**config.mk**
```make
export PLATFORM = sky130hd
export DESIGN_NAME = rf_writeback
export DESIGN_NICKNAME = d
export VERILOG_FILES = /design/src/rtl/rf_pkg.sv /design/src/rtl/rf_writeback_wb_fifo.sv /design/src/rtl/rf_writeback.sv
export SDC_FILE = /design/constraint.sdc
export NUM_CORES = 1
export LEC_CHECK = 0
export CORE_MARGIN = 1
export CORE_UTILIZATION = 54
export CTS_BUF_LIST = sky130_fd_sc_hd__clkbuf_8
export DETAILED_ROUTE_END_ITERATION = 6
export GPL_TIMING_DRIVEN = 1
export HOLD_SLACK_MARGIN = 0.05
export PLACE_DENSITY = 0.9
export SETUP_SLACK_MARGIN = 0.05
export SLEW_MARGIN = 20
export SYNTH_ARGS = -nofsm -noshare
export SYNTH_HDL_FRONTEND = slang
export SYNTH_SLANG_ARGS = --single-unit
```
**constraint.sdc**
```tcl
create_clock -name clk -period 18.9 [get_ports clk]
set_clock_uncertainty 0.05 [all_clocks]
set_input_delay 5.67 -clock clk [delete_from_list [all_inputs] [get_ports clk]]
set_output_delay 5.67 -clock clk [all_outputs]
set_load 0.02 [all_outputs]
```
**src/rtl/rf_pkg.sv**
```systemverilog
// Shared types and constants for the register-file write path.
// Data words are numbered MSB-first: bit [0] is the most significant bit.
package rf_pkg;

  localparam int RF_ADDR_W = 5;
  localparam int RF_DATA_W = 64;
  localparam int RF_PPP_W  = 3;
  localparam int RF_NREGS  = 1 << RF_ADDR_W;

  localparam logic [RF_PPP_W-1:0] PPP_FULL = 3'b000;
  localparam logic [RF_PPP_W-1:0] PPP_HI   = 3'b001;
  localparam logic [RF_PPP_W-1:0] PPP_LO   = 3'b010;
  localparam logic [RF_PPP_W-1:0] PPP_EVEN = 3'b011;
  localparam logic [RF_PPP_W-1:0] PPP_ODD  = 3'b100;

  typedef struct packed {
    logic [RF_ADDR_W-1:0] rd;
    logic [RF_PPP_W-1:0]  ppp;
    logic [0:RF_DATA_W-1] data;
  } wb_req_t;

  function automatic logic ppp_valid(input logic [RF_PPP_W-1:0] ppp);
    case (ppp)
      PPP_FULL, PPP_HI, PPP_LO, PPP_EVEN, PPP_ODD: return 1'b1;
      default:                                     return 1'b0;
    endcase
  endfunction

endpackage

```
**src/rtl/rf_writeback_wb_fifo.sv**
```systemverilog
// Synchronous FIFO of write requests. Pointers carry one extra wrap bit so
// full and empty are distinguishable without a separate counter register.
module wb_fifo
  import rf_pkg::*;
#(
  parameter int DEPTH = 2
) (
  input  logic                   clk,
  input  logic                   reset,
  input  logic                   push,
  input  logic                   pop,
  input  wb_req_t                din,
  output wb_req_t                head,
  output logic [$clog2(DEPTH):0] count,
  output logic                   full,
  output logic                   empty
);

  localparam int AW = $clog2(DEPTH);
  localparam logic [AW:0] PTR_ONE = 1;

  wb_req_t     r_mem [DEPTH];
  logic [AW:0] r_wr_ptr;
  logic [AW:0] r_rd_ptr;
  logic        w_push;
  logic        w_pop;

  assign w_push = push && !full;
  assign w_pop  = pop && !empty;

  always_ff @(posedge clk) begin
    if (reset) begin
      r_wr_ptr <= '0;
      r_rd_ptr <= '0;
    end else begin
      if (w_push) r_wr_ptr <= r_wr_ptr + PTR_ONE;
      if (w_pop)  r_rd_ptr <= r_rd_ptr + PTR_ONE;
    end
  end

  // Storage has no reset; the pointers alone define which entries are live.
  always_ff @(posedge clk) begin
    if (w_push) r_mem[r_wr_ptr[AW-1:0]] <= din;
  end

  assign head  = r_mem[r_rd_ptr[AW-1:0]];
  assign count = r_wr_ptr - r_rd_ptr;
  assign empty = (r_wr_ptr == r_rd_ptr);
  assign full  = (r_wr_ptr[AW] != r_rd_ptr[AW]) &&
                 (r_wr_ptr[AW-1:0] == r_rd_ptr[AW-1:0]);

endmodule

```
**src/rtl/rf_writeback.sv**
```systemverilog
// Register-file write-port driver: arbitrates ALU results against buffered
// load returns, issues one registered write per cycle, tracks pending loads.
module rf_writeback
  import rf_pkg::*;
#(
  parameter int FIFO_DEPTH   = 2,
  parameter int STARVE_LIMIT = 4
) (
  input  logic                 clk,
  input  logic                 reset,
  input  logic                 alu_valid,
  output logic                 alu_ready,
  input  logic [RF_ADDR_W-1:0] alu_rd,
  input  logic [RF_PPP_W-1:0]  alu_ppp,
  input  logic [0:RF_DATA_W-1] alu_data,
  input  logic                 ld_valid,
  output logic                 ld_ready,
  input  logic [RF_ADDR_W-1:0] ld_rd,
  input  logic [RF_PPP_W-1:0]  ld_ppp,
  input  logic [0:RF_DATA_W-1] ld_data,
  input  logic                 iss_valid,
  input  logic [RF_ADDR_W-1:0] iss_rd,
  output logic                 rf_wen,
  output logic [RF_ADDR_W-1:0] rf_rd,
  output logic [0:RF_DATA_W-1] rf_din,
  output logic [RF_PPP_W-1:0]  rf_ppp,
  output logic [RF_NREGS-1:0]  busy,
  output logic                 ppp_err
);

  localparam int CW = $clog2(FIFO_DEPTH) + 1;
  localparam int SW = $clog2(STARVE_LIMIT + 1);
  localparam logic [CW-1:0] DEPTH_C = CW'(FIFO_DEPTH);
  localparam logic [SW-1:0] LIMIT_C = SW'(STARVE_LIMIT);
  localparam logic [SW-1:0] SW_ONE  = 1;

  wb_req_t              w_enq;
  wb_req_t              w_head;
  wb_req_t              w_alu_req;
  wb_req_t              w_sel;
  logic [CW-1:0]        w_count;
  logic                 w_full;
  logic                 w_empty;
  logic                 w_push;
  logic                 w_ld_grant;
  logic                 w_alu_grant;
  logic                 w_grant;
  logic                 w_sel_ppp_ok;
  logic [SW-1:0]        w_starve_next;
  logic [RF_NREGS-1:0]  w_busy_next;

  logic [SW-1:0]        r_starve_cnt;
  logic                 r_wen;
  logic [RF_ADDR_W-1:0] r_rd;
  logic [0:RF_DATA_W-1] r_din;
  logic [RF_PPP_W-1:0]  r_ppp;
  logic                 r_err;
  logic [RF_NREGS-1:0]  r_busy;

  assign w_enq     = {ld_rd, ld_ppp, ld_data};
  assign w_alu_req = {alu_rd, alu_ppp, alu_data};

  // ld_ready comes from the registered count, so a full FIFO being drained
  // this cycle still refuses a new return until the next cycle.
  assign ld_ready = (w_count < DEPTH_C);
  assign w_push   = ld_valid && !w_full;

  wb_fifo #(
    .DEPTH (FIFO_DEPTH)
  ) u_fifo (
    .clk   (clk),
    .reset (reset),
    .push  (w_push),
    .pop   (w_ld_grant),
    .din   (w_enq),
    .head  (w_head),
    .count (w_count),
    .full  (w_full),
    .empty (w_empty)
  );

  assign w_ld_grant   = !w_empty && (r_starve_cnt < LIMIT_C);
  assign alu_ready    = !w_ld_grant;
  assign w_alu_grant  = alu_ready && alu_valid;
  assign w_grant      = w_ld_grant || w_alu_grant;
  assign w_sel        = w_ld_grant ? w_head : w_alu_req;
  assign w_sel_ppp_ok = ppp_valid(w_sel.ppp);

  always_comb begin
    w_starve_next = r_starve_cnt;
    if (!alu_valid || w_alu_grant) begin
      w_starve_next = '0;
    end else if (w_ld_grant && (r_starve_cnt != LIMIT_C)) begin
      w_starve_next = r_starve_cnt + SW_ONE;
    end
  end

  // Clear first so a same-cycle issue to the same register keeps it busy.
  always_comb begin
    w_busy_next = r_busy;
    if (w_ld_grant) w_busy_next[w_head.rd] = 1'b0;
    if (iss_valid)  w_busy_next[iss_rd]    = 1'b1;
    w_busy_next[0] = 1'b0;
  end

  always_ff @(posedge clk) begin
    if (reset) begin
      r_starve_cnt <= '0;
      r_wen        <= 1'b0;
      r_rd         <= '0;
      r_din        <= '0;
      r_ppp        <= PPP_FULL;
      r_err        <= 1'b0;
      r_busy       <= '0;
    end else begin
      r_starve_cnt <= w_starve_next;
      r_busy       <= w_busy_next;
      r_wen        <= w_grant && (w_sel.rd != '0) && w_sel_ppp_ok;
      r_err        <= w_grant && !w_sel_ppp_ok;
      if (w_grant) begin
        r_rd  <= w_sel.rd;
        r_din <= w_sel.data;
        r_ppp <= w_sel.ppp;
      end
    end
  end

  assign rf_wen  = r_wen;
  assign rf_rd   = r_rd;
  assign rf_din  = r_din;
  assign rf_ppp  = r_ppp;
  assign ppp_err = r_err;
  assign busy    = r_busy;

endmodule

```
==> out/results.tsv, run 1 <==
metric	value	unit
Die X	138	um
outcome	finished with violations	
EDFF count, synth	144	
RSZ-0062 raised after global routing	no	
Ports	262	
Post-Synth Simple-Gate Area	0.0806	
Net Count, Synth	926	
Slew headroom	0.323	
Synth Area in Compound Gates	0.149	
PortBufs	260	
Crit path top cell by count	inv_1	
adder-cell share of the synthesized area	0.00250	
register area share after synthesis	0.657	
TritonCTS clock tree	built	
wire length per cell	18.2	um
pin count of the biggest net entering global routing	118	
synthesized cell area	10000	um2
CTS Root Cell	clkbuf_8	
proportion of layout cells with a drive suffix above 1	0.0739	
clock-pin slew on the worst setup and hold paths	0.06	ns
number of inserted diodes	0	
die area	19100	um2
top-area cell type share of the netlist area	0.431	
clock tree buffer depth	3	
DR vias/cell	5.63	
first-pass GRT wire length	36.5	mm
Final min period	8.87	ns
total power density per cell area	144	nW/um2
GRT Util Overall	0.241	
max-slew violation count	0	
final setup fails	0	
post-cts sizing count	0	
antenna-violating nets left	0	
Cells after Synth	770	
CP cell instances	inv_1 > ha_1 > inv_1 > o21a_2 > inv_4 > clkdlybuf4s50_1	
Crit path arrival time	3.15	ns
site row count	49	
CP Buf/Inv Count	4	
Post-Layout Inst Area	13600	um2
count leader, synth	edfxtp_1	
hpwl dp	15.1	mm
ranking of synthesized cells by area	edfxtp_1 43%, dfxtp_1 23%, a211oi_1 10%, mux2i_1 7.5%, nor2b_1 4.2%	
Worst-Skew Late Latency	0.52	ns
Hold-fix buffers, CTS	0	
CTS Buf Count	41	
Layout area overhead	35.5	%
number of global-route vias before repair	7270	
critical path's slowest cell	clkdlybuf4s50_1	
Setup crit start kind	flop	
Final Hold Fails	0	
initial DRC count	340	
VDD IR max	0.0964	mV
drt pass-1 iters	7	
CP max stage delay	0.78	ns
Slew @ Worst Pin	1.02	ns
top cells by count, synth	144 x edfxtp_1, 139 x a211oi_1, 113 x dfxtp_1	
Main synth FF type	edfxtp_1	
WS Path Type	reg2out	
Post-layout nets	1178	
final WL	23.4	mm
max-capacitance violation count	0	
Syn Area/Cell	13.0	um2
CP max FO	68	
multiplexer share of the synthesized area	0.0805	
YS warnings	0	
Fmax	0.113	GHz
worst hold path class	reg2reg	
Yosys cell types	39	
Die H	138	um
Starting Density	0.554	
Placed Area	12700	um2
CP delay by family, top	buffers and inverters	
violated checks	design-rule violations	
clk sink count	257	
gp weighted congestion	0.844	
CP Capture Type	output pin	
static leakage	4.77	nW
via count	7227	
TNS Setup	0	ns
Synth async-reset ratio	0	
FF+latch count, synth	257	
Post-CTS Setup Repair Bufs	0	
cell taking the most area after synthesis	edfxtp_1	
Residual DRC	28	
largest family of logic cells by synthesized area	compound AO/OA/AOI/OAI gates	
worst path required time	13.18	ns
core region area	18100	um2
H-tree levels	2	
fin crit share	0.469	
post-synthesis xor/xnor area fraction	0.00424	
initial antenna violation count	1	
Congestion Overflow GR	0	
final timing paths:
kind | start | to | slack [ns] | cells after the start
max | u_fifo.r_wr_ptr[0]$_SDFFE_PP0P_ | alu_ready | 10.03 | 6
min | r_starve_cnt[0]$_SDFFE_PP0P_ | r_starve_cnt[0]$_SDFFE_PP0P_ | 0.37 | 1
max reg2reg | u_fifo.r_wr_ptr[0]$_SDFFE_PP0P_ | rf_din[9]$_SDFFE_PP0P_ | 15.72 | 8
min reg2reg | r_starve_cnt[0]$_SDFFE_PP0P_ | r_starve_cnt[0]$_SDFFE_PP0P_ | 0.37 | 1
report_power, final:
group / switching, W / total, W / internal [W]
clock: 0.000207 / 0.000473 / 0.000266
sequential: 0.0000603 / 0.000795 / 0.000735
combinational: 0.000412 / 0.000694 / 0.000282
total: 0.000679 / 0.00196 / 0.00128
layer usage:
metal	track usage	wire (um)	up-vias
met1	0.289	9400	3456
met4	0.0976	700	0
met5	0	0	-
met2	0.421	11700	266
li1	-	-	3456
met3	0.0544	1590	49
worst reg2reg max path: cells and delay by family, from the launching register on:
| kind | cells | cell delay (ns) |
|---|---|---|
| buffers and inverters | 4 | 1.49 |
| AO/OA/AOI/OAI | 3 | 0.79 |
| adder cells (fa/ha/maj) | 1 | 0.40 |
| flip-flops | 1 | 0.36 |
registers in the layout (all words and copies together) (netlist names), named ones only:
name,cells
u_fifo.r_mem,144
rf_din,64
busy,31
rf_rd,5
r_starve_cnt,3
rf_ppp,3
u_fifo.r_rd_ptr,2
u_fifo.r_wr_ptr,2
ppp_err,1
rf_wen,1
cell families (layout without fill, tap and decap cells):
kind of cell	after synthesis	in the layout
flops	257	257
compound gates	221	221
simple gates	146	146
mux	80	80
buf+inv	59	344
xor+xnor	4	4
fa+ha+maj	2	2
other cells	1	1
metrics by stage:
step                setup slack [ns]  total power [W]  instances  hold slack (ns)  utilization
global placement               10.58          0.00148       1208            0.352        0.703
global route                    9.81          0.00206       1284            0.392        0.751
finish                         10.03          0.00196       1284            0.374        0.751
CTS                             9.98          0.00197       1284            0.371        0.750
detailed placement             10.54          0.00150       1208            0.363        0.703
floorplan                       9.06          0.00123        770            0.346            -
final cells by class:
class                      count  area [um2]
clock buffer                  53         729
multi-input combinational    454        3190
inverter                       4        17.5
tap                          229         287
clock inverter                23         124
timing repair buffer         264        2640
fill                        1121        4510
sequential                   257        6590
cells in the final DEF, fill, tap and decap left out, drive strengths merged, types with 11 or more instances in the layout:
master,instances
clkdlybuf4s50,258
dfxtp,113
mux2i,75
a21oi,38
o21ai,35
a211oi,139
edfxtp,144
clkbuf,53
inv,16
nand2,36
nor2b,68
nor2,11
Power figures use the tool's default switching activity.
==> run 2, diff against run 1 <==
--- a/config.mk
+++ b/config.mk
@@ -6,12 +6,12 @@
 export NUM_CORES = 1
 export LEC_CHECK = 0
 export CORE_MARGIN = 1
-export CORE_UTILIZATION = 54
+export CORE_UTILIZATION = 50
 export CTS_BUF_LIST = sky130_fd_sc_hd__clkbuf_8
 export DETAILED_ROUTE_END_ITERATION = 6
 export GPL_TIMING_DRIVEN = 1
 export HOLD_SLACK_MARGIN = 0.05
-export PLACE_DENSITY = 0.9
+export PLACE_DENSITY = 0.85
 export SETUP_SLACK_MARGIN = 0.05
 export SLEW_MARGIN = 20
 export SYNTH_ARGS = -nofsm -noshare
==> constraint.sdc (replaced) <==
create_clock -name clk -period 9 [get_ports clk]
set_clock_uncertainty 0.05 [all_clocks]
set_input_delay 2.7 -clock clk [delete_from_list [all_inputs] [get_ports clk]]
set_output_delay 2.7 -clock clk [all_outputs]
set_load 0.02 [all_outputs]
==> out/results.tsv, run 2 (same netlist as run 1, synthesis figures left out) <==
metric	value	unit
static leakage	4.76	nW
via count	7116	
wire length per cell	17.7	um
CTS Root Cell	clkbuf_8	
WS Path Type	reg2out	
Post-CTS Setup Repair Bufs	0	
Die X	144	um
fin crit share	0.663	
commonest non-fill, non-tap cells in the layout	258 x clkdlybuf4s50_1, 144 x edfxtp_1, 139 x a211oi_1	
Residual DRC	0	
clk sink count	257	
max-slew violation count	0	
DR vias/cell	5.40	
CTS Buf Count	41	
Layout area overhead	35.2	%
max-capacitance violation count	0	
proportion of layout cells with a drive suffix above 1	0.0646	
final WL	23.3	mm
storage element area	6590	um2
Final min period	5.97	ns
total power density per cell area	298	nW/um2
worst hold path class	reg2reg	
worst path required time	6.25	ns
Ports	262	
Worst Hold Depth	1	
Reg2Reg Depth	8	
initial antenna violation count	0	
Slew @ Worst Pin	1.10	ns
antenna-violating nets left	0	
initial DRC count	310	
Congestion Overflow GR	0	
GRT Util Overall	0.221	
pin count of the biggest net entering global routing	112	
Slew headroom	0.264	
Crit path arrival time	3.22	ns
CP max FO	70	
TNS Setup	0	ns
Fmax	0.168	GHz
number of fill cells in the layout	1429	
first-pass GRT wire length	35.2	mm
Setup crit start kind	flop	
commonest non-fill, non-tap cell in the layout	clkdlybuf4s50_1	
Hold-fix buffers, CTS	0	
gp weighted congestion	0.807	
post-cts sizing count	0	
final setup fails	0	
Starting Density	0.513	
number of global-route vias before repair	6989	
clock tree buffer depth	3	
PortBufs	260	
RSZ-0062 raised after global routing	no	
Multi-input gate area	3190	um2
die area	20600	um2
H-tree levels	2	
outcome	complete, no violations	
Placed Area	12800	um2
TritonCTS clock tree	built	
Final Hold Fails	0	
hpwl dp	15.0	mm
Worst-Skew Late Latency	0.52	ns
Post-layout nets	1179	
CP Capture Type	output pin	
clock-pin slew on the worst setup and hold paths	0.06	ns
Top Layer Used	met4	
met2 wire len	11.6	mm
site row count	51	
max reg flops	144	
VDD IR max	0.159	mV
Post-Layout Inst Area	13600	um2
met1 WL	9.50	mm
drt pass-1 iters	6	
core region area	19500	um2
routed length on met3	1.61	mm
Die H	144	um
run 2: path summary, 6_finish.rpt:
kind | startpoint | endpoint | slack (ns)
worst max-delay path | u_fifo.r_wr_ptr[0]$_SDFFE_PP0P_ | alu_ready | 3.03
worst min-delay path | r_starve_cnt[0]$_SDFFE_PP0P_ | r_starve_cnt[0]$_SDFFE_PP0P_ | 0.38
worst min register to register | r_starve_cnt[0]$_SDFFE_PP0P_ | r_starve_cnt[0]$_SDFFE_PP0P_ | 0.38
worst max register to register | u_fifo.r_wr_ptr[0]$_SDFFE_PP0P_ | rf_din[9]$_SDFFE_PP0P_ | 5.66
run 2: area by class of cell:
cell class	instances	share of cell area
Tap cell	265	0.0245
Timing Repair Buffer	265	0.196
Clock inverter	26	0.00923
Sequential cell	257	0.486
Multi-Input combinational cell	454	0.236
Clock buffer	46	0.0467
Antenna cell	1	0.000185
Inverter	4	0.00129
run 2: layer usage:
metal  global-route usage  up-vias
li1                     -     3459
met1                0.266     3371
met2                0.374      236
met3               0.0596       50
met4               0.0935        0
met5                    0        -
run 2: stage by stage:
step	setup slack, ns	utilization	std cells	total power (W)	hold slack [ns]
after detailed placement	3.56	0.653	1244	0.00315	0.377
after floorplan	2.13	-	770	0.00259	0.346
after global routing	2.81	0.694	1317	0.00426	0.405
after global placement	3.64	0.653	1244	0.00311	0.353
after CTS	2.97	0.692	1316	0.00408	0.386
final	3.03	0.694	1318	0.00404	0.382
run 2: critical path, stage by stage (launching register included):
cell and delay, ns:
dfxtp_1 0.36, inv_1 0.08, ha_1 0.41, inv_1 0.15
o21a_2 0.34, inv_4 0.57, clkdlybuf4s50_1 0.78
run 2: report_power, final:
group | internal, W | switching (W)
sequential | 0.00154 | 0.000124
clock | 0.000493 | 0.000424
combinational | 0.000597 | 0.000863
total | 0.00263 | 0.00141
==> run 3, diff against run 2 <==
--- a/config.mk
+++ b/config.mk
@@ -6,12 +6,12 @@
 export NUM_CORES = 1
 export LEC_CHECK = 0
 export CORE_MARGIN = 1
-export CORE_UTILIZATION = 50
+export CORE_UTILIZATION = 46
 export CTS_BUF_LIST = sky130_fd_sc_hd__clkbuf_8
 export DETAILED_ROUTE_END_ITERATION = 6
 export GPL_TIMING_DRIVEN = 1
 export HOLD_SLACK_MARGIN = 0.05
-export PLACE_DENSITY = 0.85
+export PLACE_DENSITY = 0.82
 export SETUP_SLACK_MARGIN = 0.05
 export SLEW_MARGIN = 20
 export SYNTH_ARGS = -nofsm -noshare
==> constraint.sdc (replaced) <==
create_clock -name clk -period 5 [get_ports clk]
set_clock_uncertainty 0.05 [all_clocks]
set_input_delay 1.5 -clock clk [delete_from_list [all_inputs] [get_ports clk]]
set_output_delay 1.5 -clock clk [all_outputs]
set_load 0.02 [all_outputs]
==> out/results.tsv, run 3 (same netlist as run 1, synthesis figures left out) <==
metric	value	unit
reg2reg setup slack	1.60	ns
worst path required time	3.45	ns
final setup fails	0	
Hold Path End	r_starve_cnt[0]$_SDFFE_PP0P_	
TritonCTS clock tree	built	
RSZ-0062 raised after global routing	no	
VDD IR max	0.307	mV
Post-layout nets	1181	
site row count	53	
static leakage	4.83	nW
Hold-fix buffers, CTS	0	
Die H	150	um
non-filler instance count after layout	1333	
number of inserted diodes	0	
commonest non-fill, non-tap cells in the layout	258 x clkdlybuf4s50_1, 144 x edfxtp_1, 139 x a211oi_1	
WS Path Type	reg2out	
sequential fraction of design power	0.390	
worst reg2reg startpoint	u_fifo.r_wr_ptr[0]$_SDFFE_PP0P_	
clock power share	0.264	
max-capacitance violation count	0	
GRT Util Overall	0.210	
clock tree buffer depth	3	
max-slew violation count	0	
clock-pin slew on the worst setup and hold paths	0.06	ns
clk sink count	257	
Starting Density	0.472	
CP Capture Type	output pin	
Ports	262	
H-tree levels	2	
switch share	0.340	
TNS Setup	0	ns
CTS Buf Count	42	
Worst Hold Depth	1	
Switch Pwr	0.00261	W
initial DRC count	298	
Final min period	4.14	ns
initial antenna violation count	2	
PnR worst setup slack	0.858	ns
final WL	23.7	mm
Final Util	0.649	
Fmax	0.241	GHz
pin count of the biggest net entering global routing	116	
hold_sp	r_starve_cnt[0]$_SDFFE_PP0P_	
CTS Root Cell	clkbuf_8	
Reg2Reg Depth	9	
first-pass GRT wire length	36.7	mm
worst hold path class	reg2reg	
antenna-violating nets left	0	
number of global-route vias before repair	7112	
Die X	150	um
fin crit share	0.828	
Post-CTS Setup Repair Bufs	0	
max reg flops	144	
proportion of layout cells with a drive suffix above 1	0.0841	
commonest non-fill, non-tap cell in the layout	clkdlybuf4s50_1	
gp weighted congestion	0.836	
Congestion Overflow GR	0	
Comb pwr share	0.346	
DR vias/cell	5.38	
Slew @ Worst Pin	1.12	ns
Int Power	0.00505	W
Worst-Skew Late Latency	0.53	ns
CP max FO	13	
hpwl dp	15.3	mm
Post-Place Worst Slack	1.34	ns
Setup crit start kind	flop	
core region area	21200	um2
via count	7167	
post-cts sizing count	0	
wire length per cell	17.8	um
Crit path arrival time	2.59	ns
outcome	complete, no violations	
Slew headroom	0.256	
Layout area overhead	37.4	%
drt pass-1 iters	4	
PortBufs	260	
Final Hold Fails	0	
total power density per cell area	556	nW/um2
die area	22400	um2
Cells after DPL	1256	
Residual DRC	0	
R2R Path End	rf_din[25]$_SDFFE_PP0P_	
## run 3: cell type report
cell class | instances | area (um2)
tap | 275 | 344
fill | 1667 | 7450
sequential | 257 | 6590
timing repair buffer | 266 | 2660
clock inverter | 22 | 206
multi-input combinational | 454 | 3190
clock buffer | 55 | 757
inverter | 4 | 17.5
## run 3: metrics by stage
| stage | hold WS [ns] | area, um2 | power, W |
|---|---|---|---|
| 2_1_floorplan | 0.346 | 10000 | 0.00466 |
| 3_3_place_gp | 0.352 | 12800 | 0.00562 |
| 3_5_place_dp | 0.367 | 12800 | 0.00569 |
| 4_1_cts | 0.375 | 13800 | 0.00773 |
| 5_1_grt | 0.396 | 13800 | 0.00807 |
| 6_report | 0.373 | 13800 | 0.00766 |
## run 3: how the worst max path moves through the flow
stage | startpoint | end | slack [ns]
final | u_fifo.r_wr_ptr[0]$_SDFFE_PP0P_ | alu_ready | 0.86
after global routing | u_fifo.r_wr_ptr[0]$_SDFFE_PP0P_ | alu_ready | 0.70
after CTS | u_fifo.r_wr_ptr[0]$_SDFFE_PP0P_ | alu_ready | 0.83
after detailed placement | ld_valid | u_fifo.r_mem[0][50]$_DFFE_PP_ | 1.34
after global placement | ld_valid | u_fifo.r_mem[0][39]$_DFFE_PP_ | 1.38
after floorplan | ld_valid | u_fifo.r_mem[1][0]$_DFFE_PP_ | 0.96
## run 3: worst max-delay path, cell delays in order (launching register included)
cell             delay [ns]
dfxtp_1                0.36
inv_1                  0.08
ha_1                   0.41
inv_1                  0.15
o21a_2                 0.34
inv_4                  0.08
clkdlybuf4s50_1        0.64
## run 3: power groups by stage
stage | Combinational [W] | Sequential, W | Clock (W)
3_5_place_dp | 0.00266 | 0.00303 | 0
2_1_floorplan | 0.00137 | 0.00329 | 0
5_1_grt | 0.00287 | 0.00304 | 0.00216
6_report | 0.00265 | 0.00299 | 0.00202
4_1_cts | 0.00267 | 0.00299 | 0.00207
3_3_place_gp | 0.00261 | 0.00301 | 0
## run 3: routing by layer
metal  GRT usage  part of all wire  vias up
met5           0                 0        -
met4      0.0939             0.037        0
met3      0.0506             0.069       74
met2       0.359              0.49      252
met1       0.250              0.40     3378
li1            -                 -     3463
